[src/rtl/switch_pkg.sv]
// switch_pkg: link encodings, frame length and transmitter FSM states shared by the
// switch command transmitter and the downstream receiver.
package switch_pkg;
  localparam logic [1:0] SEL_MOTOR = 2'b00;
  localparam logic [1:0] SEL_SERVO = 2'b01;
  localparam int FRAME_BITS = 8;
  typedef enum logic [2:0] {ST_IDLE, ST_RST, ST_LEAD, ST_DATA, ST_GAP} state_t;
  function automatic logic is_reserved(input logic [1:0] sel);
    return sel[1];
  endfunction
endpackage

[src/rtl/switch_cmd_fifo.sv]
// switch_cmd_fifo: frame-byte queue; pointers carry an extra wrap bit so that
// full and empty stay distinct when the indices coincide.
module switch_cmd_fifo import switch_pkg::*; #(
  parameter int DEPTH = 4
) (
  input  logic                  clk,
  input  logic                  reset,
  input  logic                  push,
  input  logic                  pop,
  input  logic [FRAME_BITS-1:0] din,
  output logic [FRAME_BITS-1:0] dout,
  output logic                  full,
  output logic                  empty
);
  localparam int AW = $clog2(DEPTH);
  logic [AW:0] wr, rd;
  logic [FRAME_BITS-1:0] mem [DEPTH];
  assign empty = wr == rd;
  assign full = (wr[AW] != rd[AW]) && (wr[AW-1:0] == rd[AW-1:0]);
  assign dout = mem[rd[AW-1:0]];
  always_ff @(posedge clk)
    if (reset) begin
      wr <= '0;
      rd <= '0;
    end else begin
      if (push) begin
        mem[wr[AW-1:0]] <= din;
        wr <= wr + 1'b1;
      end
      if (pop) rd <= rd + 1'b1;
    end
endmodule

[src/rtl/switch_cmd_tx.sv]
// switch_cmd_tx: serialises {cmd_data, cmd_sel} frames to the switcher link.
// SWITCH_CMD_TX_FIFO_EN selects a FIFO_DEPTH queue instead of one holding register.
module switch_cmd_tx import switch_pkg::*; #(
  parameter int GAP_CYCLES = 2,
  parameter int FIFO_DEPTH = 4
) (
  input  logic       clk,
  input  logic       reset,
  input  logic       cmd_valid,
  output logic       cmd_ready,
  input  logic [1:0] cmd_sel,
  input  logic [5:0] cmd_data,
  output logic       link_rst,
  output logic       sda,
  output logic       busy,
  output logic       cmd_err
);
  localparam logic [3:0] GAP_LAST = 4'(GAP_CYCLES - 1);
  localparam logic [3:0] BIT_LAST = 4'(FRAME_BITS - 1);
  state_t state;
  logic [3:0] cnt;
  logic [FRAME_BITS-1:0] shift, head;
  logic rdy_en, accept, push, pop, empty, pending;
  assign accept = cmd_valid && cmd_ready;
  assign push = accept && !is_reserved(cmd_sel);
  assign pop = state == ST_RST;
  // a push in IDLE starts the frame at the same edge, giving link_rst one cycle after accept
  assign pending = push || !empty;
  assign busy = state != ST_IDLE || !empty;
`ifdef SWITCH_CMD_TX_FIFO_EN
  logic full;
  assign cmd_ready = rdy_en && (!full || pop);
  switch_cmd_fifo #(.DEPTH(FIFO_DEPTH)) u_fifo (
    .clk(clk), .reset(reset), .push(push), .pop(pop),
    .din({cmd_data, cmd_sel}), .dout(head), .full(full), .empty(empty)
  );
`else
  localparam int unused_depth = FIFO_DEPTH;
  logic held;
  assign empty = !held;
  assign cmd_ready = rdy_en && state == ST_IDLE && !held;
  always_ff @(posedge clk)
    if (reset) held <= 1'b0;
    else if (push) begin
      held <= 1'b1;
      head <= {cmd_data, cmd_sel};
    end else if (pop) held <= 1'b0;
`endif
  always_ff @(posedge clk)
    if (reset) begin
      state <= ST_IDLE;
      link_rst <= 1'b1;
      sda <= 1'b0;
      cnt <= '0;
      shift <= '0;
      rdy_en <= 1'b0;
      cmd_err <= 1'b0;
    end else begin
      link_rst <= 1'b0;
      sda <= 1'b0;
      rdy_en <= 1'b1;
      cmd_err <= accept && is_reserved(cmd_sel);
      case (state)
        ST_IDLE: if (pending) begin
          state <= ST_RST;
          link_rst <= 1'b1;
        end
        ST_RST: begin
          state <= ST_LEAD;
          shift <= head;
        end
        ST_LEAD: begin
          state <= ST_DATA;
          cnt <= '0;
          sda <= shift[0];
          shift <= shift >> 1;
        end
        ST_DATA: if (cnt == BIT_LAST) begin
          state <= ST_GAP;
          cnt <= '0;
        end else begin
          cnt <= cnt + 1'b1;
          sda <= shift[0];
          shift <= shift >> 1;
        end
        ST_GAP: if (cnt != GAP_LAST) cnt <= cnt + 1'b1;
        else begin
          cnt <= '0;
          state <= pending ? ST_RST : ST_IDLE;
          link_rst <= pending;
        end
        default: state <= ST_IDLE;
      endcase
    end
endmodule
[config.mk]
export PLATFORM = sky130hd
export DESIGN_NAME = switch_cmd_tx
export DESIGN_NICKNAME = d
export VERILOG_FILES = /design/src/rtl/switch_pkg.sv /design/src/rtl/switch_cmd_fifo.sv /design/src/rtl/switch_cmd_tx.sv
export SDC_FILE = /design/constraint.sdc
export NUM_CORES = 1
export LEC_CHECK = 0
export ABC_AREA = 1
export CAP_MARGIN = 20
export CORE_ASPECT_RATIO = 1.25
export CORE_MARGIN = 5
export CORE_UTILIZATION = 45
export CTS_BUF_LIST = sky130_fd_sc_hd__clkbuf_4 sky130_fd_sc_hd__clkbuf_8
export DETAILED_ROUTE_END_ITERATION = 10
export GPL_TIMING_DRIVEN = 1
export PLACE_DENSITY = 0.67
export SLEW_MARGIN = 10
export SYNTH_ARGS = -nofsm -noshare
export SYNTH_HDL_FRONTEND = slang
export SYNTH_SLANG_ARGS = --single-unit
[constraint.sdc]
create_clock -name clk -period 4.1 [get_ports clk]
set_input_delay 0.82 -clock clk [delete_from_list [all_inputs] [get_ports clk]]
set_output_delay 0.82 -clock clk [all_outputs]
set_load 0.03 [all_outputs]
==> parameters.txt <==
Parameter                              Value

Timing
  Worst Slack Setup Final ... 1340 ps
  Final count of pins violating max slew ... 0
  Worst clock skew ... 4.55 ps
  Min Clock Period, post-route ... 2760 ps
  Headroom to the max-slew limit ... 0.564
  Unrepaired setup endpoints after global routing ... no
  Final count of negative-setup-slack endpoints ... 0
  Transition time of the tightest slew-check pin ... 652 ps
  Post-Route Setup TNS ... 0 ps
  Fmax achieved ... 363 MHz
  Hold Vio Cnt, Final ... 0
  Portion of the clock cycle consumed by the worst path in the final layout ... 0.672

Clock network
  TritonCTS buffer count ... 3
  Worst skew pair latency ... 320 ps
  Clock transition time at the flip-flop clock pins of the worst setup and hold paths ... 140 ps
  H-tree lvl count ... 1
  Maximum count of clock buffers along a single path ... 2
  Number of instances resized during post-cts repair ... 0
  Cell chosen for the clock root ... sky130_fd_sc_hd__clkbuf_4
  TritonCTS clock tree ... built
  Setup Fix Bufs, Post-CTS ... 0
  Clk sinks ... 28
  Number of buffers added to fix hold violations after cts ... 0

Placement
  Global placement routability congestion ... 0.748
  Pre-CTS setup slack ... 1540 ps
  Placed wire-length estimate after detailed placement ... 1570 um
  Number of I/O port buffers ... 15
  Placed Instance Area ... 1380 um^2

Detailed routing
  Routed WL per cell ... 11.1 um
  Detailed Routing Iterations Pass 1 ... 4
  First-iteration detailed-routing DRC count ... 39
  ANT nets after route ... 0
  Vias after detailed routing ... 907
  DRC violations left ... 0
  Final wirelength ... 2060 um
  Average vias per placed instance ... 4.88

Setup path
  Start-to-end type of the worst setup path ... reg -> out
  Top fanout value on the critical path ... 13
  Critical Path Max Stage Delay ... 700 ps
  Critical path data required time ... 3280 ps
  Largest delay share family, worst path ... buffers and inverters
  Critical Path End Type ... output pin
  Data arrival at the endpoint of the critical path ... 1940 ps
  Category of the worst setup path launch point ... flop
  Buffers and inverters on the worst path ... 1
  CP max stage cell ... sky130_fd_sc_hd__clkdlybuf4s50_1
  Series of cell instances along the critical path ... nor2_4, nand3_2, nor2_2, clkdlybuf4s50_1

Global route
  Overall track demand over capacity in global routing ... 0.120
  Initial antenna violation count ... 0
  Wire length of the first global-routing pass ... 3660 um
  Overflow after GRT ... 0
  Pin count of the biggest net entering global routing ... 18
  Number of global-route vias before repair ... 850

Power
  Switching power total ... 0.201 mW
  Maximum vdd drop ... 0.000234 V
  Combinational share of power ... 0.250
  Power after layout ... 0.679 mW
  Part of the total power dissipated in the clock network ... 0.257
  Net Sw Frac ... 0.296
  Static leakage power ... 0.535 nW
  Seq pwr share ... 0.492
  Pwr dens ... 475 nW/um^2
  Int Power ... 0.478 mW

Floorplanning
  Die X-Extent ... 56.2 um
  Floorplan die area ... 3810 um^2
  Row count ... 21
  Total core area ... 2630 um^2
  Starting density of the core ... 0.458
  I/O pin count ... 16
  Vert. Die Dim ... 67.8 um

Yosys
  Summed instance area of the synthesized netlist ... 1200 um^2
  Post-synthesis cell type with the largest combined area ... sky130_fd_sc_hd__dfxtp_1
  Number of instances in the synthesized netlist ... 137
  Cell types occupying the most area after synthesis ... sky130_fd_sc_hd__dfxtp_1 (33%), sky130_fd_sc_hd__edfxtp_1 (20%), sky130_fd_sc_hd__nand2_1 (9.1%)
  Synthesized area per cell ... 8.78 um^2
  Part of the Yosys area used for sequential elements ... 0.533
  Count of distinct cell types in the synthesized netlist ... 26
  Syn Nets ... 150
  Flops & latches, synth ... 28
  Share of Yosys cell area claimed by the top area cell type ... 0.333
  Count of synthesis-stage warnings from yosys ... 0

Layout
  Area of all placed cells without fillers ... 1430 um^2
  Number of nets in the final layout ... 166
  Layout-stage area growth over the synthesis result ... 18.9%
  Layout cells sized above 1 ... 0.118
  Ant. Diodes ... 0

Run status
  Run status ... finished, final reports clean

Worst hold path
  Kind of path behind the tightest hold check ... reg -> reg

Job
  Number of max-capacitance violations reported ... 0
[logic make-up after synthesis]
kind of cell               count (synthesis)  share of synthesized area
and+or+nand+nor                           57                      0.231
AOI/OAI and AO/OA                         28                      0.140
DFF                                       28                      0.533
buffers and inverters                     21                     0.0676
adders and majority gates                  2                     0.0208
xor gates and xnor gates                   1                    0.00729
[cell usage in the layout, fill, tap and decap left out, types with 2 or more instances in the layout]
| master | Yosys | routed |
|---|---|---|
| sky130_fd_sc_hd__nor2_2 | 2 | 2 |
| sky130_fd_sc_hd__nor2_1 | 10 | 10 |
| sky130_fd_sc_hd__nand4_1 | 2 | 2 |
| sky130_fd_sc_hd__edfxtp_1 | 8 | 8 |
| sky130_fd_sc_hd__nand3_1 | 4 | 4 |
| sky130_fd_sc_hd__nand3_2 | 3 | 3 |
| sky130_fd_sc_hd__inv_1 | 13 | 13 |
| sky130_fd_sc_hd__ha_1 | 2 | 2 |
| sky130_fd_sc_hd__a21oi_1 | 16 | 16 |
| sky130_fd_sc_hd__dfxtp_1 | 20 | 20 |
| sky130_fd_sc_hd__o211ai_1 | 7 | 7 |
| sky130_fd_sc_hd__nor3_1 | 2 | 2 |
| sky130_fd_sc_hd__inv_2 | 4 | 4 |
| sky130_fd_sc_hd__nand2_1 | 29 | 29 |
| sky130_fd_sc_hd__clkdlybuf4s50_1 | 0 | 15 |
| sky130_fd_sc_hd__clkbuf_4 | 0 | 3 |
| sky130_fd_sc_hd__nor2_4 | 2 | 2 |
[through the flow]
stage                     hold WS [ps]  std cells  utilization
after floorplan                    430        137            -
after global placement             453        182        0.524
after detailed placement           455        182        0.524
after CTS                          474        186        0.544
after global routing               504        186        0.544
final                              468        186        0.544
[flip-flops by register name, summed over array words and instances, names as in the netlist]
| signal | flops |
|---|---|
| head | 8 |
| cnt | 4 |
| link_rst | 1 |
| rdy_en | 1 |
| held | 1 |
| cmd_err | 1 |
| state | 3 |
| shift | 8 |
| sda | 1 |
[synthesized netlist by cell type]
cell type,number
sky130_fd_sc_hd__xor2_1,1
sky130_fd_sc_hd__nand4_1,2
sky130_fd_sc_hd__nor2_2,2
sky130_fd_sc_hd__nand2_2,1
sky130_fd_sc_hd__clkbuf_1,2
sky130_fd_sc_hd__o21a_1,1
sky130_fd_sc_hd__nand3_2,3
sky130_fd_sc_hd__buf_2,2
sky130_fd_sc_hd__a21oi_1,16
sky130_fd_sc_hd__nor2_1,10
sky130_fd_sc_hd__inv_1,13
sky130_fd_sc_hd__nand2_4,1
sky130_fd_sc_hd__o22ai_1,1
sky130_fd_sc_hd__nor2_4,2
sky130_fd_sc_hd__o211ai_1,7
sky130_fd_sc_hd__nand2_1,29
sky130_fd_sc_hd__or2_1,1
sky130_fd_sc_hd__dfxtp_1,20
sky130_fd_sc_hd__nor3_1,2
sky130_fd_sc_hd__o21ai_1,1
sky130_fd_sc_hd__edfxtp_1,8
sky130_fd_sc_hd__a211oi_2,1
sky130_fd_sc_hd__ha_1,2
sky130_fd_sc_hd__nand3_1,4
sky130_fd_sc_hd__o21ai_0,1
sky130_fd_sc_hd__inv_2,4
[worst min-delay path: stages, from the launching register on]
cell	delay, ps
sky130_fd_sc_hd__dfxtp_1	320
sky130_fd_sc_hd__nand2_1	70
sky130_fd_sc_hd__a21oi_1	50
[worst paths after layout]
path	cells past startpoint	slack (ps)	end	from
min reg2reg	2	470	sda$_SDFF_PP0_	shift[0]$_SDFFE_PP0P_
min	2	470	sda$_SDFF_PP0_	shift[0]$_SDFFE_PP0P_
max reg2reg	5	2250	head[0]$_DFFE_PP_	state[1]$_SDFFE_PP0P_
max	4	1340	cmd_ready	state[1]$_SDFFE_PP0P_
[final cells by class]
type / count / area, um^2
Fill cell: 257 / 1200
Sequential cell: 28 / 641
Multi-Input combinational cell: 88 / 480
Timing Repair Buffer: 15 / 150
Inverter: 17 / 63.8
Tap cell: 34 / 42.5
Clock inverter: 1 / 30.0
Clock buffer: 3 / 22.5
[layer usage]
layer,part of all wire,GRT usage
met1,0.45,0.144
met4,0.013,0.0534
met3,0.028,0.0172
met2,0.51,0.215
met5,0,0
[power by group through the flow]
| stage | Combinational, mW | Clock, mW | Sequential, mW |
|---|---|---|---|
| global route | 0.193 | 0.189 | 0.339 |
| global placement | 0.171 | 0 | 0.340 |
| CTS | 0.172 | 0.180 | 0.335 |
| finish | 0.170 | 0.175 | 0.335 |
| floorplan | 0.130 | 0 | 0.336 |
| detailed placement | 0.171 | 0 | 0.341 |
No activity file was read; power rests on OpenSTA's default activity.
